<file path="config.mk">
export PLATFORM = sky130hd
export DESIGN_NAME = time_set_ctrl
export DESIGN_NICKNAME = d
export VERILOG_FILES = /design/src/rtl/time_set_ctrl.sv
export SDC_FILE = /design/constraint.sdc
export NUM_CORES = 1
export LEC_CHECK = 0
export CAP_MARGIN = 20
export CORE_MARGIN = 2
export CORE_UTILIZATION = 55
export CTS_BUF_LIST = sky130_fd_sc_hd__clkbuf_16
export CTS_CLUSTER_DIAMETER = 100
export DETAILED_ROUTE_END_ITERATION = 6
export PLACE_DENSITY = 0.86
export SKIP_LAST_GASP = 1
export SYNTH_ARGS = -nofsm -noshare
export SYNTH_HDL_FRONTEND = slang
export SYNTH_SLANG_ARGS = --single-unit
</file>
<file path="constraint.sdc">
create_clock -name clk -period 3.8 [get_ports clk]
set_input_delay 0.95 -clock clk [delete_from_list [all_inputs] [get_ports clk]]
set_output_delay 0.95 -clock clk [all_outputs]
set_load 0.005 [all_outputs]
</file>
<file path="src/rtl/time_set_ctrl.sv">
// Front-panel time-setting controller: captures the running time, lets the user
// edit hour/min/sec with mode/inc keys, then presets the counters via PE strobes.
module time_set_ctrl #(
    parameter int         PE_HOLD     = 4,
    parameter int         TIMEOUT_CYC = 1000,
    parameter logic [7:0] HOUR_MAX    = 8'h23
) (
    input  logic       clk,
    input  logic       CR,
    input  logic       key_mode,
    input  logic       key_inc,
    input  logic [7:0] show_hour,
    input  logic [7:0] show_min,
    input  logic [7:0] show_sec,
    output logic [7:0] pre_hour,
    output logic [7:0] pre_min,
    output logic [7:0] pre_sec,
    output logic       PE_hour,
    output logic       PE_min,
    output logic       PE_sec,
    output logic       run_en,
    output logic [1:0] blink_sel
);

    localparam int         CNT_TOP  = (TIMEOUT_CYC > PE_HOLD) ? TIMEOUT_CYC : PE_HOLD;
    localparam int         CW       = $clog2(CNT_TOP + 1);
    localparam logic [7:0] MS_MAX   = 8'h59;
    localparam logic [CW-1:0] TO_LAST  = CW'(TIMEOUT_CYC - 1);
    localparam logic [CW-1:0] PE_LAST  = CW'(PE_HOLD - 1);

    typedef enum logic [2:0] {
        S_RUN,
        S_SET_HR,
        S_SET_MIN,
        S_SET_SEC,
        S_COMMIT
    } state_t;

    state_t        state, state_n;
    logic [CW-1:0] cnt, cnt_n;
    logic [7:0]    hour_n, min_n, sec_n;
    logic          pe;
    logic [1:0]    mode_s, inc_s;
    logic          mode_d, inc_d;
    logic          mode_p, inc_p;

    function automatic logic [7:0] bcd_inc(input logic [7:0] v, input logic [7:0] max_v);
        if (v >= max_v)
            return 8'h00;
        if (v[3:0] == 4'd9)
            return {v[7:4] + 4'd1, 4'd0};
        return {v[7:4], v[3:0] + 4'd1};
    endfunction

    // Captured values must be legal BCD within range, otherwise they start at zero.
    function automatic logic [7:0] bcd_clean(input logic [7:0] v, input logic [7:0] max_v);
        if (v[7:4] > 4'd9 || v[3:0] > 4'd9 || v > max_v)
            return 8'h00;
        return v;
    endfunction

    // NOTE: sequential state uses non-blocking assignments so every flop samples pre-edge values.
    always_ff @(posedge clk or posedge CR) begin
        if (CR) begin
            mode_s <= '0;
            inc_s  <= '0;
            mode_d <= 1'b0;
            inc_d  <= 1'b0;
            mode_p <= 1'b0;
            inc_p  <= 1'b0;
        end else begin
            mode_s <= {mode_s[0], key_mode};
            inc_s  <= {inc_s[0], key_inc};
            mode_d <= mode_s[1];
            inc_d  <= inc_s[1];
            mode_p <= mode_s[1] & ~mode_d;
            inc_p  <= inc_s[1] & ~inc_d;
        end
    end

    // NOTE: every always_comb output gets a default first so no latch can be inferred.
    always_comb begin
        state_n = state;
        cnt_n   = cnt;
        hour_n  = pre_hour;
        min_n   = pre_min;
        sec_n   = pre_sec;
        case (state)
            S_RUN: begin
                cnt_n = '0;
                if (mode_p) begin
                    hour_n  = bcd_clean(show_hour, HOUR_MAX);
                    min_n   = bcd_clean(show_min, MS_MAX);
                    sec_n   = bcd_clean(show_sec, MS_MAX);
                    state_n = S_SET_HR;
                end
            end
            S_SET_HR, S_SET_MIN, S_SET_SEC: begin
                if (mode_p) begin
                    cnt_n = '0;
                    case (state)
                        S_SET_HR:  state_n = S_SET_MIN;
                        S_SET_MIN: state_n = S_SET_SEC;
                        default:   state_n = S_COMMIT;
                    endcase
                end else if (inc_p) begin
                    cnt_n = '0;
                    case (state)
                        S_SET_HR:  hour_n = bcd_inc(pre_hour, HOUR_MAX);
                        S_SET_MIN: min_n  = bcd_inc(pre_min, MS_MAX);
                        default:   sec_n  = bcd_inc(pre_sec, MS_MAX);
                    endcase
                end else if (cnt == TO_LAST) begin
                    cnt_n   = '0;
                    state_n = S_RUN;
                end else begin
                    cnt_n = cnt + CW'(1);
                end
            end
            S_COMMIT: begin
                if (cnt == PE_LAST) begin
                    cnt_n   = '0;
                    state_n = S_RUN;
                end else begin
                    cnt_n = cnt + CW'(1);
                end
            end
            default: begin
                cnt_n   = '0;
                state_n = S_RUN;
            end
        endcase
    end

    // Outputs are registered from the next state so they switch on the same edge as the state.
    always_ff @(posedge clk or posedge CR) begin
        if (CR) begin
            state     <= S_RUN;
            cnt       <= '0;
            pre_hour  <= 8'h00;
            pre_min   <= 8'h00;
            pre_sec   <= 8'h00;
            pe        <= 1'b0;
            run_en    <= 1'b1;
            blink_sel <= 2'd0;
        end else begin
            state    <= state_n;
            cnt      <= cnt_n;
            pre_hour <= hour_n;
            pre_min  <= min_n;
            pre_sec  <= sec_n;
            pe       <= (state_n == S_COMMIT);
            run_en   <= (state_n == S_RUN);
            case (state_n)
                S_SET_HR:  blink_sel <= 2'd1;
                S_SET_MIN: blink_sel <= 2'd2;
                S_SET_SEC: blink_sel <= 2'd3;
                default:   blink_sel <= 2'd0;
            endcase
        end
    end

    assign PE_hour = pe;
    assign PE_min  = pe;
    assign PE_sec  = pe;

endmodule

</file>
# ---- Yosys cells after proc, flatten, opt, wreduce, memory -nomap -nowiden
# Cells that the tools add are included.
# W data, S select, Z words.
dict set report word_totals {
  ramBits 0
  latch_bits 0
  mem_bits_ro 0
  n_memories 0
  register_bits 49
}
dict set report op_classes {
  reduce_logical 17
  mux 88
  n_mul 0
  shift 0
  n_bitwise 4
  n_eq_ne 22
  div 0
  order_cmp 12
  n_addsub 7
}
# operator n
set ops {}
lappend ops {{$mux W8} 30}
lappend ops {{$pmux W8 S2} 3}
lappend ops {{$mux W1} 42}
lappend ops {{$mux W10} 4}
lappend ops {{$add A4 B1 Y4 const B} 6}
lappend ops {{$gt A4 B4 Y1 const B} 6}
lappend ops {{$pmux W10 S2} 1}
lappend ops {{$reduce_and A6 Y1} 3}
lappend ops {{$ge A8 B7 Y1 const B} 2}
lappend ops {{$gt A8 B7 Y1 const B} 2}
lappend ops {{$mux W3} 5}
lappend ops {{$reduce_and A5 Y1} 3}
lappend ops {{$eq A3 B2 Y1 const B} 4}
lappend ops {{$eq A4 B4 Y1 const B} 3}
lappend ops {{$ne A2 B2 Y1 const B} 6}
lappend ops {{$add A10 B1 Y10 const B} 1}
lappend ops {{$eq A10 B10 Y1 const B} 1}
lappend ops {{$eq A10 B2 Y1 const B} 1}
lappend ops {{$ne A3 B3 Y1 const B} 3}
lappend ops {{$pmux W3 S3} 1}
lappend ops {{$ge A8 B6 Y1 const B} 1}
lappend ops {{$gt A8 B6 Y1 const B} 1}
lappend ops {{$eq A3 B1 Y1 const B} 2}
lappend ops {{$eq A3 B3 Y1 const B} 2}
lappend ops {{other kinds (9)} 17}

# ---- Depth between registers and ports, before layout
# Gate-level depths: netlist (run 1).
dict set report logic_depth {
  word_depth 17
  depth_mapped 7
  ltp_nobuf 6
}

# ---- Worst setup path before layout (run 1)
# OpenSTA, ideal clock, no wires.
dict set report synth_timing {
  kind {input port to flip-flop}
  start {input port show_sec[2]}
  end {register pre_sec[1]}
  setup_slack_ns 1.897
  n_path_buf 0
  cell_stages 4
  setup_time_ns 0.064
  t_arrival_ns 1.839
  path_cell_list {o21a_1 a2111oi_2 and3_1 a211o_1}
}
dict set report synth_between {
  elab_chain_len 9
  word_cells_on_any_way 10
  cone_classes {order compare: 2; mux: 6; reduce/logical: 2}
}
# item line
set synth_lines {}
lappend synth_lines {{start, declared} 14} ;# input logic [7:0] show_sec,
lappend synth_lines {{parallel branches: the longest is 2 deep, another holds $gt A8 B7 Y1} -}
lappend synth_lines {{$logic_or A1 B1 Y1 *} 57} ;# if (v[7:4] > 4'd9 || v[3:0] > 4'd9 || v > max_v)
lappend synth_lines {{$mux W1 *} 57}
lappend synth_lines {{$mux W1 *} 91} ;# if (mode_p) begin
lappend synth_lines {{$mux W1 *} 88} ;# case (state)
lappend synth_lines {{$mux W8 *} 59} ;# return v;
lappend synth_lines {{$mux W8 *} 91}
lappend synth_lines {{$pmux W8 S2 *} 88}
lappend synth_lines {{end signal, assigned} 151} ;# pre_sec <= sec_n;
lappend synth_lines {{end, declared} 17} ;# output logic [7:0] pre_sec,
# Every way passes the cells marked *. The select of a mux whose other input is x is not followed.
# A chain may end at the register's enable or synchronous reset.

# ---- Final worst setup path (run 1)
dict set report layout_timing {
  start {register pre_sec[0]}
  end {output port pre_sec[0]}
}
# No word-level cell between the ends.

==> results of run 1 <==
[registers in the layout, summed over array words and instances (netlist names)]
name       cells
pre_min        8
pre_hour       8
inc_d          1
mode_s         2
run_en         1
inc_p          1
blink_sel      2
PE_hour        1
mode_p         1
inc_s          2
mode_d         1
pre_sec        8
state          3
cnt           10
[cell type report]
class	instances	share of cell area, %
Clock buffer	5	3.63
Clock inverter	3	1.09
Sequential cell	49	35.6
Timing Repair Buffer	59	17.3
Tap cell	54	1.96
Multi-Input combinational cell	197	38.5
Inverter	18	1.96
[where the power goes]
| group | switching (W) | total, W | internal, W |
|---|---|---|---|
| clock network | 0.000184 | 0.000490 | 0.000306 |
| logic | 0.000464 | 0.000963 | 0.000498 |
| registers | 0.000208 | 0.000870 | 0.000662 |
| total | 0.000857 | 0.00232 | 0.00147 |
[per-stage QoR]
| step | std cells | cell area (µm²) | hold slack (ns) |
|---|---|---|---|
| 3_3_place_gp | 376 | 3270 | 0.332 |
| 4_1_cts | 384 | 3430 | 0.351 |
| 5_1_grt | 385 | 3450 | 0.382 |
| 6_report | 385 | 3450 | 0.349 |
| 2_1_floorplan | 274 | 2680 | 0.331 |
| 3_5_place_dp | 376 | 3270 | 0.337 |
[layout by cell type (no fill, tap or decap), types with 4 or more instances in the layout]
cell / instances
clkdlybuf4s50_1: 57
dfrtp_1: 48
nor2_1: 20
nand3_1: 19
a21oi_1: 19
inv_1: 18
nand2_1: 13
nor3_1: 10
ha_1: 9
o21ai_0: 8
nor2b_1: 7
xnor2_1: 6
and2_1: 5
a221oi_1: 5
clkbuf_16: 5
o211ai_1: 4
nand2b_1: 4
nand3b_1: 4
a22oi_1: 4
[metal layers]
layer,vias to the layer above,GRT usage (%)
li1,1127,-
met1,1164,29.9
met2,59,40.7
met3,4,4.80
met4,0,5.25
met5,-,0
[cell families after synthesis]
kind of cell / Yosys count
AO/OA/AOI/OAI: 81
flip-flops: 49
XOR/XNOR: 8
AND/OR/NAND/NOR: 99
buffers and inverters: 28
adder cells (fa/ha/maj): 9
[worst register-to-register path, stage by stage (launching register included)]
cell and delay (ns):
dfrtp_1 0.45, ha_1 0.26, o31ai_1 0.34, o2111ai_1 0.32, and2_1 0.29, o32a_1 0.18
[final timing paths]
check,start,end,slack (ns),depth (start not counted)
setup reg to reg,pre_hour[0],pre_hour[5],1.84,5
min in group asynchronous,CR,pre_min[3],1.04,2
hold reg to reg,inc_s[0],inc_s[1],0.35,0
max in group asynchronous,CR,run_en,2.17,3
setup / recovery,pre_sec[0],pre_sec[0],1.55,1
hold / removal,inc_s[0],inc_s[1],0.35,0
==> results.sh, run 1 <==
export IMPL_synthMuxAreaShare_pct=0
export IMPL_track_usage_pct=23.4
export IMPL_dieWidth_um=73.8
export IMPL_io_buffers=57
export IMPL_fmax_mhz=444
export IMPL_synthTopCellsByCount="dfrtp_1 (48), nor2_1 (20), a21oi_1 (19), nand3_1 (19), inv_1 (18)"
export IMPL_synth_nets=311
export IMPL_hold_buffers=0
export IMPL_yosysSeqAreaShare_pct=45.9
export IMPL_final_util_pct=73.5
export IMPL_synth_area_leader_cell="dfrtp_1"
export IMPL_grt_max_degree=50
export IMPL_drc_errors=0
export IMPL_slew_headroom_pct=40.1
export IMPL_min_period_ns=2.25
export IMPL_postCtsSetupBuffers=0
export IMPL_period_share_pct=59.3
export IMPL_synth_top_family_by_area="compound AO/OA/AOI/OAI gates"
export IMPL_finalClockSkew_ns=0.00472
export IMPL_synth_seq_cells=49
export IMPL_yosysMostFrequentCell="dfrtp_1"
export IMPL_vias=2354
export IMPL_outcome="finished, final reports clean"
export IMPL_yosysTopAreaCellShare_pct=44.9
export IMPL_rsz0062_at_grt="no"
export IMPL_worstSetupStartpointType="flop"
export IMPL_seq_area_um2=1230
export IMPL_die_area_um2=5440
export IMPL_ant_nets=0
export IMPL_die_h_um=73.8
export IMPL_cts_htree_levels=2
export IMPL_final_layout_size_suffix_gt1_share_pct=6.04
export IMPL_synth_cell_types=60
export IMPL_crit_family="buffers and inverters"
export IMPL_clock_path_buffers=2
export IMPL_worst_slew_pin_transition_ns=0.887
export IMPL_critPathMaxFanout=8
export IMPL_drt_iter0_drc=136
export IMPL_drt_wirelength_per_cell_um=15.7
export IMPL_path_cells="clkdlybuf4s50_1"
export IMPL_ios=58
export IMPL_synth_cells=274
export IMPL_critPathCaptureType="output port"
export IMPL_wl_met2_um=3130
export IMPL_routabilityCongestion=0.892
export IMPL_grt_pass1_wl_um=10000
export IMPL_first_pass_iters=4
export IMPL_synth_simple_area_share_pct=20.0
export IMPL_wl_met3_um=245
export IMPL_cts_clk_slew_worst_paths_ns=0.06
export IMPL_final_setup_worst_slack_ns=1.55
export IMPL_cts_resized=0
export IMPL_peakVddDrop_uv=425
export IMPL_synth_compound_area_share_pct=22.8
export IMPL_synth_adder_area_share_pct=4.21
export IMPL_multiInputGateArea_um2=1330
export IMPL_dr_max_layer_used="met4"
export IMPL_setup_viol=0
export IMPL_grt_pass1_vias=2225
export IMPL_synthesis_area_um2=2680
export IMPL_required_ns=2.85
export IMPL_coreArea_um2=4690
export IMPL_finalHoldViolations=0
export IMPL_vias_per_cell=6.11
export IMPL_ys_warn_count=0
export IMPL_initial_utilization_pct=57.0
export IMPL_synth_edf_count=0
export IMPL_p_total_w=0.00232
export IMPL_synth_xor_area_share_pct=2.62
export IMPL_slowest_stage="clkdlybuf4s50_1"
export IMPL_num_fill_cells=358
export IMPL_async_flop_share_pct=100
export IMPL_clk_latency_ns=0.28
export IMPL_area_delta_synth_final_pct=28.9
export IMPL_synthTopCellsByArea="dfrtp_1 (45%), ha_1 (4.2%), a21oi_1 (3.6%), nand3_1 (3.6%), nor2_1 (2.8%)"
export IMPL_final_nets=367
export IMPL_antenna_cells=0
export IMPL_cp_num_buf_inv=1
export IMPL_antenna_found_initial=0
export IMPL_tritoncts="done"
export IMPL_grt_ovfl_total=0
export IMPL_wl_um=6030
export IMPL_power_density_nw_per_um2=673
export IMPL_ys_flop_type="dfrtp_1"
export IMPL_drt_met1_wl_um=2620
export IMPL_numCtsBuffers=5
export IMPL_drv_slew=0
export IMPL_tns_ns=0
export IMPL_cpPeakStageDelay_ns=0.55
export IMPL_pre_cts_ws_ns=1.32
export IMPL_syn_mean_instance_area_um2=9.77
export IMPL_rows=25
export IMPL_cap_violations=0
export IMPL_clock_sinks=49
export IMPL_cp_arrival_ns=1.30
export IMPL_cts_root_buffer_cell="clkbuf_16"
export IMPL_hpwl_um=4120
export IMPL_leakage_nw=1.39
export IMPL_hp_class="reg2reg"
export IMPL_critPathKind="reg2out"
Power figures use the tool's default switching activity.
==> run 2, diff against run 1 <==
- CORE_UTILIZATION: 55 -> 51
- PLACE_DENSITY: 0.86 -> 0.8
- clock period: 3.8 -> 2.3 ns (I/O delays scaled with it)
==> run 2 against run 1 <==
Net effect: cell area is 0.36% higher; cell count increased by 4.7%; total power up 60%; sequential cell count stayed put; clock skew hardly changed; clock power increased by 42%; global-route usage decreased by 2.3 points; routed wire length down 3.2%; largest cell class unchanged.
==> results.sh, run 2 (same netlist as run 1, synthesis figures left out) <==
export IMPL_clock_sinks=49
export IMPL_required_ns=2.45
export IMPL_hp_class="reg2reg"
export IMPL_cp_arrival_ns=2.06
export IMPL_power_density_nw_per_um2=1070
export IMPL_slew_headroom_pct=66.3
export IMPL_ff2ff_setup_slack_ns=0.39
export IMPL_drt_iter0_drc=131
export IMPL_cts_htree_levels=2
export IMPL_pre_cts_ws_ns=0.215
export IMPL_slowest_stage="nor3b_1"
export IMPL_vias=2345
export IMPL_min_period_ns=1.91
export IMPL_cts_clk_slew_worst_paths_ns=0.06
export IMPL_antenna_cells=0
export IMPL_grt_ovfl_total=0
export IMPL_cp_num_buf_inv=0
export IMPL_routabilityCongestion=0.855
export IMPL_num_fill_cells=420
export IMPL_postCtsSetupBuffers=0
export IMPL_critPathCaptureType="flop"
export IMPL_numCtsBuffers=5
export IMPL_reg2reg_from="cnt[0]"
export IMPL_holdCritStartpoint="inc_s[0]"
export IMPL_worst_slew_pin_transition_ns=0.498
export IMPL_r2r_end="cnt[7]"
export IMPL_design_area_um2=3460
export IMPL_die_h_um=76.4
export IMPL_ios=58
export IMPL_antenna_found_initial=0
export IMPL_critPathKind="reg2reg"
export IMPL_dieWidth_um=76.4
export IMPL_area_delta_synth_final_pct=29.4
export IMPL_cap_violations=0
export IMPL_finalHoldViolations=0
export IMPL_layout_common_cells="clkdlybuf4s50_1 (57), dfrtp_1 (48), nor2_1 (20), nand3_1 (19), a21oi_1 (19)"
export IMPL_crit_family="compound AO/OA/AOI/OAI gates"
export IMPL_multiInputGateArea_um2=1330
export IMPL_grt_pass1_wl_um=10200
export IMPL_clk_latency_ns=0.28
export IMPL_final_setup_worst_slack_ns=0.394
export IMPL_place_area_um2=3320
export IMPL_io_buffers=57
export IMPL_hold_buffers=0
export IMPL_min_path_cells=0
export IMPL_initial_utilization_pct=52.7
export IMPL_ant_nets=0
export IMPL_peakVddDrop_uv=564
export IMPL_drt_wirelength_per_cell_um=14.5
export IMPL_grt_pass1_vias=2263
export IMPL_grt_max_degree=50
export IMPL_wl_um=5830
export IMPL_vias_per_cell=5.82
export IMPL_coreArea_um2=5070
export IMPL_tns_ns=0
export IMPL_final_nets=369
export IMPL_path_cells="ha_1 > nor3b_1 > a31oi_1 > a21oi_2 > nor2_1"
export IMPL_die_area_um2=5840
export IMPL_setup_viol=0
export IMPL_worstSetupStartpointType="flop"
export IMPL_final_layout_size_suffix_gt1_share_pct=6.61
export IMPL_final_common_cell="clkdlybuf4s50_1"
export IMPL_largest_reg_flops=10
export IMPL_holdPathEnd="inc_s[1]"
export IMPL_track_usage_pct=21.1
export IMPL_first_pass_iters=4
export IMPL_outcome="finished, final reports clean"
export IMPL_fmax_mhz=525
export IMPL_finalClockSkew_ns=0.00443
export IMPL_drc_errors=0
export IMPL_seq_area_um2=1230
export IMPL_drv_slew=0
export IMPL_clock_path_buffers=2
export IMPL_r2r_cells=5
export IMPL_critPathMaxFanout=10
export IMPL_hpwl_um=4190
export IMPL_period_share_pct=82.9
export IMPL_tritoncts="done"
export IMPL_cpPeakStageDelay_ns=0.40
export IMPL_cts_resized=0
export IMPL_final_util_pct=68.2
export IMPL_top_register="cnt"
export IMPL_rows=26
export IMPL_rsz0062_at_grt="no"
export IMPL_cts_root_buffer_cell="clkbuf_16"
export IMPL_leakage_nw=1.39
-- run 2: cell count changes in the layout (fill, tap and decap cells not counted), sizes merged --
| cell | change |
|---|---|
| bufinv | -1 |
| buf | +2 |
| clkinvlp | +1 |
-- run 2: power breakdown --
group          switching, W  total (W)  internal (W)
clock              0.000302   0.000697      0.000395
sequential         0.000339    0.00143       0.00109
combinational      0.000758    0.00159      0.000831
-- run 2: worst max path at each step --
stage | from | end | slack, ns | depth (start not counted)
final | cnt[0] | cnt[7] | 0.39 | 5
after global routing | cnt[0] | cnt[7] | 0.20 | 5
after CTS | cnt[0] | cnt[7] | 0.40 | 5
after detailed placement | show_sec[2] | pre_sec[1] | 0.22 | 5
after global placement | show_sec[2] | pre_sec[1] | 0.24 | 5
after floorplan | CR | PE_hour | 0.55 | 1
-- run 2: per-stage QoR --
step	power, W	cells	hold WS [ns]
final	0.00372	403	0.354
after global routing	0.00400	403	0.376
after CTS	0.00375	403	0.359
after detailed placement	0.00304	395	0.344
after global placement	0.00299	395	0.331
after floorplan	0.00235	274	0.331
-- run 2: per-layer routing --
metal	GRT usage, %	vias up	share of wire (%)
met5	0	-	0
met3	5.21	2	4.9
li1	-	1134	-
met4	5.27	0	0.22
met1	26.1	1138	43
met2	37.2	71	51
-- run 2: cell type report --
type | count | area share, %
Clock buffer | 5 | 3.61
Timing Repair Buffer | 61 | 17.7
Inverter | 18 | 1.95
Multi-Input combinational cell | 197 | 38.3
Clock inverter | 3 | 0.434
Sequential cell | 49 | 35.4
Tap cell | 70 | 2.53
==> run 3, diff against run 2 <==
- CORE_UTILIZATION: 51 -> 46
- PLACE_DENSITY: 0.8 -> 0.76
- clock period: 2.3 -> 1.7 ns (I/O delays scaled with it)
==> run 3 against run 2 <==
Net effect: combinational power grew 99%; sequential share of layout area shrank 4.4 points; total power grew 67%; maximum frequency grew 12%; routed wire length grew 16%; hold slack lost 0.00058 ns; via count grew 10%; worst setup slack lost 0.39 ns; cell area grew 15%; clock-buffer cell count is the same.
==> results.sh, run 3 (same netlist as run 1, synthesis figures left out) <==
export IMPL_drc_errors=0
export IMPL_power_density_nw_per_um2=1560
export IMPL_ant_nets=0
export IMPL_critPathCaptureType="flop"
export IMPL_worst_slew_pin_transition_ns=0.406
export IMPL_clk_latency_ns=0.29
export IMPL_final_nets=415
export IMPL_p_seq_share_pct=28.4
export IMPL_initial_utilization_pct=48.0
export IMPL_outcome="finished, final reports clean"
export IMPL_wl_um=6770
export IMPL_required_ns=1.91
export IMPL_fmax_mhz=589
export IMPL_final_cells=451
export IMPL_first_pass_iters=5
export IMPL_largest_reg_flops=10
export IMPL_cpPeakStageDelay_ns=0.38
export IMPL_io_buffers=57
export IMPL_p_int_w=0.00402
export IMPL_netSwitchingFraction_pct=35.3
export IMPL_vias_per_cell=5.73
export IMPL_drt_wirelength_per_cell_um=15.0
export IMPL_cap_violations=0
export IMPL_slowest_stage="dfrtp_1"
export IMPL_coreArea_um2=5570
export IMPL_tritoncts="done"
export IMPL_period_share_pct=99.9
export IMPL_critPathMaxFanout=5
export IMPL_p_switching_w=0.00219
export IMPL_routabilityCongestion=0.862
export IMPL_min_period_ns=1.70
export IMPL_grt_pass1_vias=2442
export IMPL_clkPwrFrac_pct=20.5
export IMPL_p_total_w=0.00621
export IMPL_vias=2583
export IMPL_numCtsBuffers=5
export IMPL_final_common_cell="buf_4"
export IMPL_top_register="cnt"
export IMPL_slew_headroom_pct=72.5
export IMPL_clock_path_buffers=2
export IMPL_layout_common_cells="buf_4 (46), clkdlybuf4s50_1 (45), dfrtp_1 (40), nor2_1 (20)"
export IMPL_hp_class="reg2reg"
export IMPL_rows=27
export IMPL_track_usage_pct=21.9
export IMPL_die_area_um2=6440
export IMPL_grt_pass1_wl_um=11000
export IMPL_final_layout_size_suffix_gt1_share_pct=24.0
export IMPL_rsz0062_at_grt="yes"
export IMPL_finalClockSkew_ns=0.00428
export IMPL_antenna_found_initial=0
export IMPL_antenna_cells=0
export IMPL_cp_arrival_ns=1.91
export IMPL_peakVddDrop_uv=774
export IMPL_setup_viol=0
export IMPL_leakage_nw=1.76
export IMPL_dp_cells=432
export IMPL_cts_htree_levels=2
export IMPL_cts_root_buffer_cell="clkbuf_16"
export IMPL_drt_iter0_drc=99
export IMPL_hold_buffers=0
export IMPL_worstSetupStartpointType="flop"
export IMPL_cts_clk_slew_worst_paths_ns=0.06
export IMPL_grt_ovfl_total=0
export IMPL_area_delta_synth_final_pct=48.9
export IMPL_critPathKind="reg2reg"
export IMPL_drv_slew=0
export IMPL_power_frac_comb_pct=51.1
export IMPL_ios=58
export IMPL_hpwl_um=4580
export IMPL_die_h_um=80.3
export IMPL_finalHoldViolations=0
export IMPL_path_cells="ha_1 > o31ai_2 > o2111ai_2 > o221a_2 > a21oi_1"
export IMPL_clock_sinks=49
export IMPL_dieWidth_um=80.3
export IMPL_grt_max_degree=50
-- run 3: cell count changes in the layout (fill, tap and decap cells not counted), sizes merged --
cell           delta
inv               -1
buf              +46
clkinvlp          -1
bufinv            +2
dlygate4sd2       +3
clkdlybuf4s50    -12
dlymetal6s2s      +9
-- run 3: per-stage QoR --
stage | hold WS [ns] | instance area, µm² | TNS, ns | util (%) | setup slack [ns]
floorplan | 0.331 | 2680 | 0 | - | 0.0354
global placement | 0.333 | 3590 | -1.49 | 64.4 | -0.176
detailed placement | 0.342 | 3590 | -2.17 | 64.4 | -0.248
CTS | 0.356 | 3860 | -0.121 | 69.2 | -0.0416
global route | 0.373 | 3990 | -0.252 | 71.5 | -0.0841
finish | 0.354 | 3990 | 0 | 71.5 | 0.000936
-- run 3: critical path, delay by kind of cell (launching register included) --
kind                       cells  cell delay, ns
AOI/OAI and AO/OA              4            1.00
adders and majority gates      1            0.24
DFF                            1            0.38
-- run 3: repair_timing --
action                     in CTS  in global routing
gates resized for setup        10                 29
buffers inserted                7                  4
setup endpoints to repair      19                 43
pin swaps                       0                  5
-- run 3: layer usage --
metal  track usage [%]  share of wire (%)  vias to the layer above
li1                  -                  -                     1226
met2              37.0                 51                       70
met3              4.94                4.4                       13
met4              7.12                1.7                        0
met1              27.9                 43                     1274
met5                 0                  0                        -
-- run 3: worst paths after layout --
check / startpoint / to / slack, ns / depth (start not counted)
hold / removal: inc_s[0] / inc_s[1] / 0.35 / 0
min in group asynchronous: CR / mode_s[0] / 0.49 / 3
hold reg to reg: inc_s[0] / inc_s[1] / 0.35 / 0
setup / recovery: pre_hour[0] / pre_hour[1] / 0.0009 / 5
max in group asynchronous: CR / run_en / 0.94 / 3
setup reg to reg: pre_hour[0] / pre_hour[1] / 0.0009 / 5
-- run 3: final cells by class --
cell class,count,area (µm²)
multi-input combinational,197,1410
inverter,18,67.6
timing repair buffer,107,988
clock inverter,3,65.1
sequential,49,1240
tap,72,90.1
clock buffer,5,125
fill,446,1590
-- run 3: power by group through the flow --
stage	clock network (W)	logic, W	registers [W]
finish	0.00127	0.00317	0.00177
global route	0.00135	0.00344	0.00181
CTS	0.00129	0.00299	0.00174
detailed placement	0	0.00280	0.00178
global placement	0	0.00274	0.00176
floorplan	0	0.00136	0.00182
